### src/rtl/fisr_init_stage.sv
// rtl/fisr_init_stage.sv - classify single-precision operands and form y0 / x-half seeds for 1/sqrt
module fisr_init_stage #(
    parameter logic [31:0] MAGIC = 32'h5F3759DF,
    parameter int          CNT_W = 16
) (
    input  logic             clk,
    input  logic             rst,
    input  logic [31:0]      s_tdata,
    input  logic             s_tvalid,
    output logic             s_tready,
    input  logic             s_tlast,
    output logic [31:0]      m_y0,
    output logic [31:0]      m_xhalf,
    output logic             m_special,
    output logic             m_tlast,
    output logic             m_tvalid,
    input  logic             m_tready,
    output logic [CNT_W-1:0] special_cnt
);

    typedef enum logic [2:0] {
        CL_NORMAL,
        CL_ZERO,
        CL_LOW,
        CL_NEG,
        CL_INF,
        CL_NAN
    } op_class_t;

    localparam logic [31:0] POS_INF = 32'h7F800000;
    localparam logic [31:0] QNAN    = 32'h7FC00000;

    op_class_t   in_class;
    op_class_t   class1;
    logic [31:0] x1;
    logic        last1;
    logic        v1;
    logic        v2;
    logic        adv1;
    logic        adv2;
    logic [31:0] y0_next;
    logic [31:0] xhalf_next;
    logic        special_next;

    assign adv2     = ~v2 | m_tready;
    assign adv1     = ~v1 | adv2;
    assign s_tready = adv1;
    assign m_tvalid = v2;

    // NaN must be tested before zero/sign so that negative NaNs stay NaN
    always_comb begin
        in_class = CL_NORMAL;
        if (s_tdata[30:23] == 8'hFF && s_tdata[22:0] != 23'd0) begin
            in_class = CL_NAN;
        end else if (s_tdata[30:23] == 8'h00) begin
            in_class = CL_ZERO;
        end else if (s_tdata[31]) begin
            in_class = CL_NEG;
        end else if (s_tdata[30:23] == 8'hFF) begin
            in_class = CL_INF;
        end else if (s_tdata[30:23] == 8'h01) begin
            in_class = CL_LOW;
        end
    end

    always_comb begin
        y0_next      = 32'd0;
        xhalf_next   = 32'd0;
        special_next = 1'b1;
        case (class1)
            CL_NORMAL: begin
                y0_next      = MAGIC - {1'b0, x1[31:1]};
                xhalf_next   = {1'b0, x1[30:23] - 8'd1, x1[22:0]};
                special_next = 1'b0;
            end
            CL_ZERO, CL_LOW: y0_next = POS_INF;
            CL_NEG, CL_NAN:  y0_next = QNAN;
            default:         y0_next = 32'd0;
        endcase
    end

    always_ff @(posedge clk) begin
        if (rst) begin
            v1     <= 1'b0;
            x1     <= 32'd0;
            last1  <= 1'b0;
            class1 <= CL_NORMAL;
        end else if (adv1) begin
            v1 <= s_tvalid;
            if (s_tvalid) begin
                x1     <= s_tdata;
                last1  <= s_tlast;
                class1 <= in_class;
            end
        end
    end

    always_ff @(posedge clk) begin
        if (rst) begin
            v2        <= 1'b0;
            m_y0      <= 32'd0;
            m_xhalf   <= 32'd0;
            m_special <= 1'b0;
            m_tlast   <= 1'b0;
        end else if (adv2) begin
            v2 <= v1;
            if (v1) begin
                m_y0      <= y0_next;
                m_xhalf   <= xhalf_next;
                m_special <= special_next;
                m_tlast   <= last1;
            end
        end
    end

    // Counted at acceptance, so stalled or later-flushed specials still count
    always_ff @(posedge clk) begin
        if (rst) begin
            special_cnt <= '0;
        end else if (s_tvalid && adv1 && in_class != CL_NORMAL && special_cnt != {CNT_W{1'b1}}) begin
            special_cnt <= special_cnt + {{(CNT_W-1){1'b0}}, 1'b1};
        end
    end

endmodule
### config.mk
export PLATFORM = sky130hd
export DESIGN_NAME = fisr_init_stage
export DESIGN_NICKNAME = d
export VERILOG_FILES = /design/src/rtl/fisr_init_stage.sv
export SDC_FILE = /design/constraint.sdc
export NUM_CORES = 1
export LEC_CHECK = 0
export ABC_AREA = 1
export CAP_MARGIN = 20
export CORE_MARGIN = 3
export CORE_UTILIZATION = 55
export CTS_CLUSTER_DIAMETER = 200
export DETAILED_ROUTE_END_ITERATION = 8
export HOLD_SLACK_MARGIN = 0.12
export PLACE_DENSITY_LB_ADDON = 0.15
export SLEW_MARGIN = 20
export SYNTH_ARGS = -nofsm -noshare
export SYNTH_HDL_FRONTEND = slang
export SYNTH_SLANG_ARGS = --single-unit
### constraint.sdc
create_clock -name clk -period 3.86 [get_ports clk]
set_clock_uncertainty 0.1 [all_clocks]
set_input_delay 0.772 -clock clk [delete_from_list [all_inputs] [get_ports clk]]
set_output_delay 0.772 -clock clk [all_outputs]
set_load 0.005 [all_outputs]
==> results.cfg <==
[pwr]
clkPwrFrac_pct = 45.6
switching_share_pct = 27.9
total_power_mw = 3.23
internal_power_mw = 2.32
pwr-share-comb_pct = 12.8
p_per_area_nw_per_um2 = 425
power_leakage_nw = 3.02
switchingPower_mw = 0.901
sequentialPowerShare_pct = 41.6
ir_drop_v = 0.000427

[synth]
synth.top_cell.area_share_pct = 40.7
synth_mux_area_share_pct = 0
yosys.area_share.adder_pct = 0.863
synth_compound_area_share_pct = 16.4
synth_top_cell_by_area = dfxtp_1
synth_seq_cells = 118
postSynthAreaPerCell_um2 = 6.86
synth-xor-area-share_pct = 3.32
syn-num-nets = 886
synth-edff-count = 0
syn_inst = 845
ys_types = 36
seq_area_frac_synth_pct = 40.7
synth_ff_type = dfxtp_1
synth_top_family_by_area = simple AND/OR/NAND/NOR gates
synthArstFlopShare_pct = 0
synthSimpleGateAreaFrac_pct = 30.8
synthesis.area_um2 = 5800
yosysWarnings = 0
synth_area_leaders = dfxtp_1 (41%), nand2_1 (12%), nor2_1 (8.3%), a21oi_1 (6.4%), nand3_1 (5.8%)

[detailed_routing]
wire_per_inst_um = 16.5
dr.first_iter.drc_count = 491
drc = 0
antenna_left = 0
drt-total-wl_um = 18000
drt_first_pass_iters = 6
vias = 6110
viasPerCell = 5.57

[placement]
dpl.hpwl_um = 12700
port_buffers = 119
dp_cells = 1064
dpl-instance-area_um2 = 7030
gp_congestion = 1.00

[setup_path]
critPathKind = in -> out
crit_path_end_kind = primary output
start_kind = input port
required_ps = 2990
cp_max_fo = 3
cp.arrival_ps = 1930

[clock_network]
clockRootBuffer = clkbuf_8
clk_path_buf_depth = 2
tritoncts = built
tritoncts.num_buffers = 17
cts_num_sinks = 118
clk_pin_slew_ps = 60
ctsHtreeMaxLevel = 4
cts_resized = 0
post_cts_buffers = 0
clock_latency_ps = 540
hold_buffers = 0

[timing]
finalSetupViolations = 0
fin_crit_ps = 2800
fmax_mhz = 357
setup_tns_ps = 0
slew_violations = 0
period_share_pct = 72.5
holdWs_ps = 363
hold_viol = 0
worst_slew_pin_slew_ps = 853
rsz0062_at_grt = false
slew_headroom_pct = 43.1

[final_layout]
fin_cells = 1096
syn_to_final_growth_pct = 30.8
fill_cells = 767
nets = 991
drive_above_1_share_pct = 7.06
finalInstanceArea_um2 = 7590
insertedDiodeCount = 0

[job]
drv_cap = 0

[grt]
grt_pass1_wl_um = 29700
antenna_found_initial = 0
grt_pass1_vias = 6103
grt_max_degree = 75
overflow = 0
grt_usage_pct = 31.9

[floorplanning]
coreArea_um2 = 10000
ios = 121
die_width_um = 109
die_h_um = 109
row_count = 36
die-area_um2 = 11800
initial_utilization_pct = 58.0

[run_status]
outcome = complete, no violations

[min_path]
min_path_type = reg -> reg
==> kinds of logic (layout without fill, tap and decap cells) <==
kind of cell / after synthesis / in the layout
AOI/OAI and AO/OA: 168 / 168
xor gates and xnor gates: 22 / 22
adders and majority gates: 4 / 4
buffers and inverters: 112 / 230
DFF: 118 / 118
other: 1 / 1
and+or+nand+nor: 420 / 420
==> path summary, 6_finish.rpt <==
path / startpoint / end / slack, ps / cells past startpoint
setup reg to reg: special_cnt[0] / special_cnt[1] / 1730 / 12
hold reg to reg: m_y0[28] / m_y0[28] / 360 / 2
setup / recovery: m_tready / s_tready / 1060 / 4
hold / removal: m_y0[28] / m_y0[28] / 360 / 2
==> critical path: stages <==
cell             delay [ps]
clkdlybuf4s50_1         460
inv_1                    50
nand3_1                 110
clkdlybuf4s50_1         540
==> state kept, by name (all words and copies together), names as in the netlist <==
name	flops
m_tlast	1
m_special	1
m_tvalid	1
last1	1
class1	3
v1	1
m_xhalf	30
special_cnt	16
m_y0	32
x1	32
==> layout by cell type, fill, tap and decap left out, types with 4 or more instances in the layout <==
cell             count
a21oi_1             74
a21oi_2             10
a22oi_1             23
buf_4                8
clkbuf_16           16
clkdlybuf4s50_1    118
clkinvlp_4           5
dfxtp_1            118
ha_1                 4
inv_1               64
inv_2                5
inv_6                4
nand2_1            185
nand2_2              5
nand3_1             67
nand3b_1             4
nand4_1             13
nor2_1             128
nor3_1               8
o21ai_0             48
o21ai_1              6
xnor2_1              4
xor2_1              18
==> Yosys cell counts, types with 4 or more instances <==
| master | instances |
|---|---|
| nand4_1 | 13 |
| o21ai_0 | 48 |
| buf_2 | 8 |
| ha_1 | 4 |
| o21ai_1 | 6 |
| nand2_1 | 186 |
| nand3b_1 | 4 |
| nand2_2 | 4 |
| inv_2 | 5 |
| nor3_1 | 8 |
| a22oi_1 | 23 |
| xnor2_1 | 4 |
| inv_1 | 64 |
| nand3_1 | 67 |
| dfxtp_1 | 118 |
| a21oi_2 | 10 |
| clkbuf_1 | 27 |
| xor2_1 | 18 |
| a21oi_1 | 74 |
| nor2_1 | 129 |
==> power groups by stage <==
stage	logic, mW	registers [mW]	clock network (mW)
3_3_place_gp	0.396	1.36	0
6_report	0.411	1.34	1.47
5_1_grt	0.457	1.35	1.54
3_5_place_dp	0.404	1.36	0
4_1_cts	0.408	1.34	1.48
2_1_floorplan	0.236	1.34	0
==> metrics by stage <==
stage / utilization [%] / setup slack (ps)
6_report: 75.9 / 1060
5_1_grt: 75.9 / 1020
4_1_cts: 75.9 / 1060
2_1_floorplan: - / 1820
3_5_place_dp: 70.3 / 1000
3_3_place_gp: 70.3 / 1040
==> layout make-up <==
class / count / area, um2 / area share (%)
Clock buffer: 18 / 428 / 5.64
Inverter: 71 / 267 / 3.51
Clock inverter: 14 / 126 / 1.67
Multi-Input combinational cell: 615 / 2990 / 39.4
Tap cell: 133 / 166 / 2.19
Timing Repair Buffer: 127 / 1250 / 16.4
Sequential cell: 118 / 2360 / 31.1
==> metal layers <==
metal  track usage [%]  up-vias  part of all wire, %
met5                 0        -                    0
met4              11.8        0                  1.7
met3              6.99       30                  6.2
met2              54.8      227                   49
met1              39.4     2872                   43
li1                  -     2981                    -
Note: power is estimated with default switching activity, not from simulation.
